$ cat src/rtl/downcounter_pkg.sv
// Shared types and defaults for the downcounter block.
// Auto-reload behaviour is selected with the DOWNCOUNTER_AUTORELOAD_EN macro.
package downcounter_pkg;

  localparam int COUNT_BITS_DEFAULT = 8;

  typedef enum logic [1:0] {
    ST_IDLE = 2'd0,
    ST_RUN  = 2'd1,
    ST_DONE = 2'd2
  } state_t;

endpackage

$ cat src/rtl/downcounter.sv
// Loadable down-counter with IDLE/RUN/DONE control and a one-cycle min_tick at zero.
// Define DOWNCOUNTER_AUTORELOAD_EN to restart from the last load value when enabled in DONE.
module downcounter
  import downcounter_pkg::*;
#(
  parameter int COUNT_BITS = COUNT_BITS_DEFAULT
) (
  input  logic                  clk,
  input  logic                  reset,
  input  logic                  load,
  input  logic [COUNT_BITS-1:0] load_value,
  input  logic                  enable,
  output logic [COUNT_BITS-1:0] count,
  output logic                  min_tick,
  output logic                  busy,
  output logic                  done
);

  state_t                r_state;
  state_t                w_state_nxt;
  logic [COUNT_BITS-1:0] r_count;
  logic [COUNT_BITS-1:0] w_count_nxt;
  logic [COUNT_BITS-1:0] r_reload;
  logic [COUNT_BITS-1:0] w_reload_nxt;
  logic                  r_tick;
  logic                  w_tick_nxt;

  // Load beats enable in every state; a zero load value goes straight to DONE with a tick.
  always_comb begin
    w_state_nxt  = r_state;
    w_count_nxt  = r_count;
    w_reload_nxt = r_reload;
    w_tick_nxt   = 1'b0;
    if (load) begin
      w_count_nxt  = load_value;
      w_reload_nxt = load_value;
      if (load_value != '0) begin
        w_state_nxt = ST_RUN;
      end else begin
        w_state_nxt = ST_DONE;
        w_tick_nxt  = 1'b1;
      end
    end else begin
      case (r_state)
        ST_RUN: begin
          if (enable) begin
            if (r_count > COUNT_BITS'(1)) begin
              w_count_nxt = r_count - COUNT_BITS'(1);
            end else begin
              w_count_nxt = '0;
              w_state_nxt = ST_DONE;
              w_tick_nxt  = 1'b1;
            end
          end
        end
        ST_DONE: begin
`ifdef DOWNCOUNTER_AUTORELOAD_EN
          if (enable) begin
            if (r_reload != '0) begin
              w_count_nxt = r_reload;
              w_state_nxt = ST_RUN;
            end else begin
              w_tick_nxt = 1'b1;
            end
          end
`else
          w_count_nxt = '0;
`endif
        end
        default: begin
          w_state_nxt = r_state;
        end
      endcase
    end
  end

  always_ff @(posedge clk) begin
    if (reset) begin
      r_state  <= ST_IDLE;
      r_count  <= '0;
      r_reload <= '0;
      r_tick   <= 1'b0;
    end else begin
      r_state  <= w_state_nxt;
      r_count  <= w_count_nxt;
      r_reload <= w_reload_nxt;
      r_tick   <= w_tick_nxt;
    end
  end

  assign count    = r_count;
  assign min_tick = r_tick;
  assign busy     = (r_state == ST_RUN);
  assign done     = (r_state == ST_DONE);

endmodule

$ cat config.mk
export PLATFORM = sky130hd
export DESIGN_NAME = downcounter
export DESIGN_NICKNAME = d
export VERILOG_FILES = /design/src/rtl/downcounter_pkg.sv /design/src/rtl/downcounter.sv
export SDC_FILE = /design/constraint.sdc
export NUM_CORES = 1
export LEC_CHECK = 0
export BUFFER_PORTS_ARGS = -buffer_cell sky130_fd_sc_hd__buf_2
export CAP_MARGIN = 20
export CORE_AREA = 2 2 42 44
export CTS_BUF_LIST = sky130_fd_sc_hd__clkbuf_2
export CTS_CLUSTER_SIZE = 30
export DETAILED_ROUTE_END_ITERATION = 10
export DIE_AREA = 0 0 44 46
export GPL_ROUTABILITY_DRIVEN = 0
export PLACE_DENSITY = 0.71
export SLEW_MARGIN = 20
export SYNTH_ARGS = -nofsm -noshare
export SYNTH_HDL_FRONTEND = slang
export SYNTH_SLANG_ARGS = --single-unit
export TNS_END_PERCENT = 5
$ cat constraint.sdc
create_clock -name clk -period 2.4 [get_ports clk]
set_input_delay 0.48 -clock clk [delete_from_list [all_inputs] [get_ports clk]]
set_output_delay 0.48 -clock clk [all_outputs]
set_load 0.01 [all_outputs]
==> results of run 1 <==
[cells in the final DEF, fill, tap and decap left out, types with 3 or more instances in the layout]
| cell type | synthesis | layout |
|---|---|---|
| buf_2 | 1 | 22 |
| dfxtp_1 | 11 | 11 |
| a21oi_1 | 9 | 9 |
| nor2_1 | 6 | 6 |
| or3_1 | 5 | 5 |
| inv_1 | 4 | 4 |
| clkbuf_2 | 0 | 4 |
| nand2b_1 | 3 | 3 |
| a31oi_1 | 3 | 3 |
| nand3_1 | 3 | 3 |
| nor4_1 | 3 | 3 |
| nand2_1 | 3 | 3 |
[state kept, by name, indices dropped and copies added, names as in the netlist]
name      count
count         8
r_state       2
min_tick      1
[layer usage]
layer | global-route usage | vias to the layer above | wire length, um
met1 | 0.220 | 331 | 767
met2 | 0.315 | 27 | 862
met5 | 0 | - | 0
met4 | 0.139 | 0 | 25
met3 | 0.0357 | 4 | 101
li1 | - | 375 | -
[path summary, 6_finish.rpt]
path,from,end
hold / removal,load_value[5],count[5]
hold reg to reg,r_state[0],r_state[0]
setup / recovery,count[1],count[6]
setup reg to reg,count[1],count[6]
[cell type report]
class | instances | area, um2
multi-input combinational | 65 | 424
fill | 166 | 796
inverter | 4 | 15.0
clock buffer | 4 | 20.0
sequential | 11 | 220
timing repair buffer | 23 | 118
tap | 17 | 21.3
[worst max-delay path, stage by stage (launching register included)]
cell     delay (ns)
dfxtp_1        0.35
inv_1          0.13
ha_1           0.23
or3b_1         0.42
or4_1          0.41
a32oi_1        0.20
a21oi_1        0.08
[power by group through the flow]
stage	Clock, W	Sequential [W]	Combinational, W
2_1_floorplan	0	0.000222	0.000104
3_3_place_gp	0	0.000218	0.000152
3_5_place_dp	0	0.000219	0.000154
4_1_cts	0.000111	0.000215	0.000155
5_1_grt	0.000128	0.000218	0.000173
6_report	0.000109	0.000215	0.000155
[cell families after synthesis]
group                    count (synthesis)  share of synthesized area
AO/OA/AOI/OAI                           26                      0.262
adder cells (fa/ha/maj)                  2                     0.0366
buffers and inverters                   10                     0.0568
flip-flops                              11                      0.322
AND/OR/NAND/NOR                         37                      0.322
[metrics by stage]
| stage | hold WS, ns | power [W] | setup slack [ns] | utilization |
|---|---|---|---|---|
| 2_1_floorplan | 0.488 | 0.000326 | 0.588 | - |
| 3_3_place_gp | 0.511 | 0.000370 | 0.529 | 0.495 |
| 3_5_place_dp | 0.521 | 0.000372 | 0.487 | 0.495 |
| 4_1_cts | 0.491 | 0.000480 | 0.475 | 0.507 |
| 5_1_grt | 0.477 | 0.000519 | 0.328 | 0.507 |
| 6_report | 0.497 | 0.000479 | 0.465 | 0.507 |
==> metrics.md, run 1 <==
| Metric | Value |
|---|---|
| Status | `finished clean` |
| Clock slew at reported path FFs | `0.12 ns` |
| CP arrival | `2.09 ns` |
| Die area | `2020 um2` |
| Area grow syn2layout | `19.8%` |
| Worst Setup End Kind | `flip-flop` |
| Post-CTS resize count | `0` |
| Synthesized area per cell | `7.94 um2` |
| Switching share of power | `0.353` |
| Sequential area share after synthesis | `0.322` |
| Initial Util | `0.423` |
| Via/cell ratio | `5.94` |
| DR iter-0 viols | `22` |
| First-pass GRT wire length | `2840 um` |
| Synth top cells by count | `dfxtp_1 (11), a21oi_1 (9), nor2_1 (6)` |
| Die Wd | `44 um` |
| VDD IR-drop max | `279 uV` |
| P_int | `0.000310 W` |
| Final setup vio count | `0` |
| TritonCTS clock tree | `done` |
| Initial antenna violation count | `0` |
| HP Class | `in2reg` |
| Via count | `737` |
| P_sw | `0.000169 W` |
| Clk_skew | `0.00538 ns` |
| Syn nets | `100` |
| Largest net degree at the start of global routing | `18` |
| Reg power frac | `0.448` |
| Post-CTS Setup Bufs | `0` |
| GRT Residual Overflow | `0` |
| Fraction of layout cells with a size suffix above 1 | `0.271` |
| Layout Nets | `122` |
| Final WL | `1760 um` |
| Root buffer cell | `clkbuf_2` |
| Worst-margin pin slew | `0.426 ns` |
| RSZ-0062 raised after global routing | `false` |
| Highest Clock Rate | `517 MHz` |
| Setup_tns | `0 ns` |
| Period Utilization, post-route | `0.806` |
| Ports | `23` |
| DP Wirelength | `1280 um` |
| Maxcap violations | `0` |
| Clock power frac | `0.227` |
| Cell total after placement | `120` |
| Ys async rst share | `0` |
| DR pass1 iterations | `4` |
| FF-to-FF path depth | `6` |
| Number of routed nets with antenna violations | `0` |
| DIE HEIGHT | `46 um` |
| Worst Path Class, Setup | `reg2reg` |
| Reg2reg setup slack | `0.46 ns` |
| FP Rows | `15` |
| # diodes | `0` |
| Clock Tree Buf Depth | `2` |
| Min-Delay Path Depth | `3` |
| Max_slew headroom | `0.714` |
| Leakage | `0.356 nW` |
| Synth warn | `0` |
| Top cell type's share of synthesized area | `0.322` |
| Num CTS Buffers | `3` |
| Top-count cell post-synth | `dfxtp_1` |
| Tmin final | `1.94 ns` |
| Core area | `1610 um2` |
| Synth unique cells | `32` |
| DP Area | `798 um2` |
| CP startpoint kind | `flip-flop` |
| Worst-path fanout max | `5` |
| Final cell count without fillers | `124` |
| Cell count after synthesis | `86` |
| Vias in the first global route | `672` |
| Remaining DRCs | `0` |
| Critical path required time | `2.56 ns` |
| Top_reg_cell synth | `dfxtp_1` |
| Gate power share | `0.324` |
| CTS Sinks | `11` |
| Post-route cell area | `818 um2` |
| Syn Std Cell Area | `683 um2` |
| Avg WL per Cell | `14.2 um` |
| Worst-Skew Late Latency | `0.26 ns` |
| Hold Buf Count CTS | `0` |
| Post-synth top area cell | `dfxtp_1` |
| GRT Overall Usage | `0.191` |
| Final hold viol count | `0` |
| Synth top area cells | `dfxtp_1 (32%), a21oi_1 (6.6%), or3_1 (4.6%)` |
| Final Max Tran Viols | `0` |
| IO buf count | `22` |
| Pwr/cell area | `586 nW/um2` |
| Htree depth | `1` |
| EDFF count, synth | `0` |
| #FFs+latches synth | `11` |
No activity file was read; power rests on OpenSTA's default activity.
==> run 2: changes to the inputs <==
--- a/config.mk
+++ b/config.mk
@@ -5,13 +5,14 @@
 export SDC_FILE = /design/constraint.sdc
 export NUM_CORES = 1
 export LEC_CHECK = 0
+export ABC_AREA = 1
 export BUFFER_PORTS_ARGS = -buffer_cell sky130_fd_sc_hd__buf_2
 export CAP_MARGIN = 20
-export CORE_AREA = 2 2 42 44
+export CORE_AREA = 2 2 44 46
 export CTS_BUF_LIST = sky130_fd_sc_hd__clkbuf_2
 export CTS_CLUSTER_SIZE = 30
 export DETAILED_ROUTE_END_ITERATION = 10
-export DIE_AREA = 0 0 44 46
+export DIE_AREA = 0 0 46 48
 export GPL_ROUTABILITY_DRIVEN = 0
 export PLACE_DENSITY = 0.71
 export SLEW_MARGIN = 20
==> constraint.sdc (replaced) <==
create_clock -name clk -period 1.73 [get_ports clk]
set_input_delay 0.346 -clock clk [delete_from_list [all_inputs] [get_ports clk]]
set_output_delay 0.346 -clock clk [all_outputs]
set_load 0.01 [all_outputs]
==> metrics.md, run 2 <==
| Metric | Value |
|---|---|
| Clock Tree Buf Depth | `2` |
| Layout Nets | `147` |
| DR iter-0 viols | `6` |
| RSZ-0062 raised after global routing | `false` |
| Max reg flops | `8` |
| Number of routed nets with antenna violations | `0` |
| Clock slew at reported path FFs | `0.12 ns` |
| Setup WS pre-CTS | `0.231 ns` |
| CP startpoint kind | `flip-flop` |
| Final setup vio count | `0` |
| Synth top cells by count | `a21oi_1 (17), nand2_1 (16), nor2_1 (12)` |
| Worst-margin pin slew | `0.271 ns` |
| Synthesized area per cell | `6.85 um2` |
| Pwr/cell area | `831 nW/um2` |
| Root buffer cell | `clkbuf_2` |
| Most used cell, CP | `nand2_1` |
| Clk_skew | `0.0108 ns` |
| Setup ws final | `0.202 ns` |
| GRT Residual Overflow | `0` |
| Setup_tns | `0 ns` |
| Top_reg_cell synth | `dfxtp_1` |
| Post-synthesis mux area share | `0` |
| Max_slew headroom | `0.817` |
| Area grow syn2layout | `19.1%` |
| DP Wirelength | `1370 um` |
| Hold Buf Count CTS | `0` |
| Initial Util | `0.434` |
| VDD IR-drop max | `542 uV` |
| Tmin final | `1.53 ns` |
| Final Max Tran Viols | `0` |
| Switching share of power | `0.394` |
| TritonCTS clock tree | `done` |
| CP arrival | `1.73 ns` |
| Adder-Cell Fraction of Synth Area | `0.0341` |
| Post-route cell area | `873 um2` |
| P_sw | `0.000286 W` |
| Most common cell after layout, fill and taps aside | `buf_2` |
| CP top delay family | `simple AND/OR/NAND/NOR gates` |
| Largest net degree at the start of global routing | `11` |
| Final hold viol count | `0` |
| Simple-gate share of the synthesized area | `0.326` |
| Most frequent cells in the layout | `buf_2 (22), a21oi_1 (17), nand2_1 (16), nor2_1 (12)` |
| Via count | `792` |
| First-pass GRT wire length | `2770 um` |
| Maxcap violations | `0` |
| Synth unique cells | `21` |
| Worst Setup End Kind | `flip-flop` |
| Remaining DRCs | `0` |
| Ports | `23` |
| HP Class | `in2reg` |
| DP Area | `853 um2` |
| CP cell instances | `inv_1 -> ha_1 -> inv_2 -> nand2_1 -> nand2_1 -> nor2_4 -> nor2_4 -> nand2_1 -> a21oi_1` |
| CTS Sinks | `11` |
| Worst-path fanout max | `8` |
| Final WL | `1750 um` |
| Top-count cell post-synth | `a21oi_1` |
| Post-CTS Setup Bufs | `0` |
| Post-CTS resize count | `0` |
| Syn Std Cell Area | `733 um2` |
| Worst Path Class, Setup | `reg2reg` |
| Synth top area cells | `dfxtp_1 (30%), a21oi_1 (12%), nand2_1 (8.2%)` |
| Syn nets | `121` |
| Status | `finished clean` |
| Highest Clock Rate | `655 MHz` |
| Top cell type's share of synthesized area | `0.300` |
| Synth Area in Compound Gates | `0.218` |
| # diodes | `0` |
| Critical path required time | `1.93 ns` |
| Gate power share | `0.358` |
| Leakage | `0.421 nW` |
| Htree depth | `1` |
| Core area | `1690 um2` |
| Sequential area share after synthesis | `0.300` |
| #FFs+latches synth | `11` |
| Largest family of logic cells by synthesized area | `simple AND/OR/NAND/NOR gates` |
| Die Wd | `46 um` |
| Period Utilization, post-route | `0.883` |
| Num CTS Buffers | `3` |
| Crit path largest cell delay | `0.41 ns` |
| Crit path buffers/inverters | `2` |
| Synth warn | `0` |
| Worst-Skew Late Latency | `0.27 ns` |
| Via/cell ratio | `5.32` |
| Clock power frac | `0.213` |
| Initial antenna violation count | `0` |
| Highest-delay cell along the critical path | `dfxtp_1` |
| Fraction of layout cells with a size suffix above 1 | `0.303` |
| Synth Area in XOR/XNOR | `0.0239` |
| Post-synth top area cell | `dfxtp_1` |
| Ys async rst share | `0` |
| P_int | `0.000440 W` |
| Reg power frac | `0.428` |
| DIE HEIGHT | `48 um` |
| Die area | `2210 um2` |
| Avg WL per Cell | `11.7 um` |
| EDFF count, synth | `0` |
| IO buf count | `22` |
| Vias in the first global route | `699` |
| FP Rows | `15` |
| GRT Overall Usage | `0.174` |
| Cell count after synthesis | `107` |
| DR pass1 iterations | `7` |
## run 2: area by class of cell
type	instances	area [um2]
fillers	165	816
multi-input cells	81	442
flip-flops and latches	11	220
repair buffers	22	110
inverters	14	60.1
well taps	17	21.3
clock buffers	4	20.0
## run 2: logic make-up after synthesis
| group | after synthesis |
|---|---|
| buffers and inverters | 15 |
| and+or+nand+nor | 47 |
| AOI/OAI and AO/OA | 30 |
| adders and majority gates | 2 |
| DFF | 11 |
| xor gates and xnor gates | 2 |
## run 2: worst paths after layout
path | start | to | cells after the start | slack, ns
max | count[0] | count[3] | 9 | 0.20
min | reset | r_state[1] | 2 | 0.27
max reg2reg | count[0] | count[3] | 9 | 0.20
min reg2reg | r_state[1] | r_state[1] | 2 | 0.50
## run 2: worst reg2reg max path, stage by stage (launching register included)
cell and delay, ns:
dfxtp_1 0.41, inv_1 0.10, ha_1 0.29, inv_2 0.07
nand2_1 0.04, nand2_1 0.09, nor2_4 0.05, nor2_4 0.18
nand2_1 0.08, a21oi_1 0.14
## run 2: metrics by stage
step	std cells	hold WS (ns)	total power, W	util
2_1_floorplan	107	0.408	0.000500	-
3_3_place_gp	145	0.489	0.000568	0.505
3_5_place_dp	145	0.491	0.000575	0.505
4_1_cts	149	0.265	0.000729	0.517
5_1_grt	149	0.257	0.000779	0.517
6_report	149	0.267	0.000726	0.517
## run 2: routing by layer
layer / track usage / vias to the layer above / wire length, um
li1: - / 408 / -
met1: 0.193 / 359 / 808
met2: 0.319 / 21 / 832
met3: 0.0377 / 4 / 87
met4: 0.0686 / 0 / 19
met5: 0 / - / 0
## run 2: power by group through the flow
stage / combinational (W) / clock, W / sequential [W]
after floorplan: 0.000178 / 0 / 0.000321
after global placement: 0.000253 / 0 / 0.000315
after detailed placement: 0.000259 / 0 / 0.000316
after CTS: 0.000262 / 0.000157 / 0.000311
after global routing: 0.000291 / 0.000173 / 0.000315
final: 0.000260 / 0.000155 / 0.000311
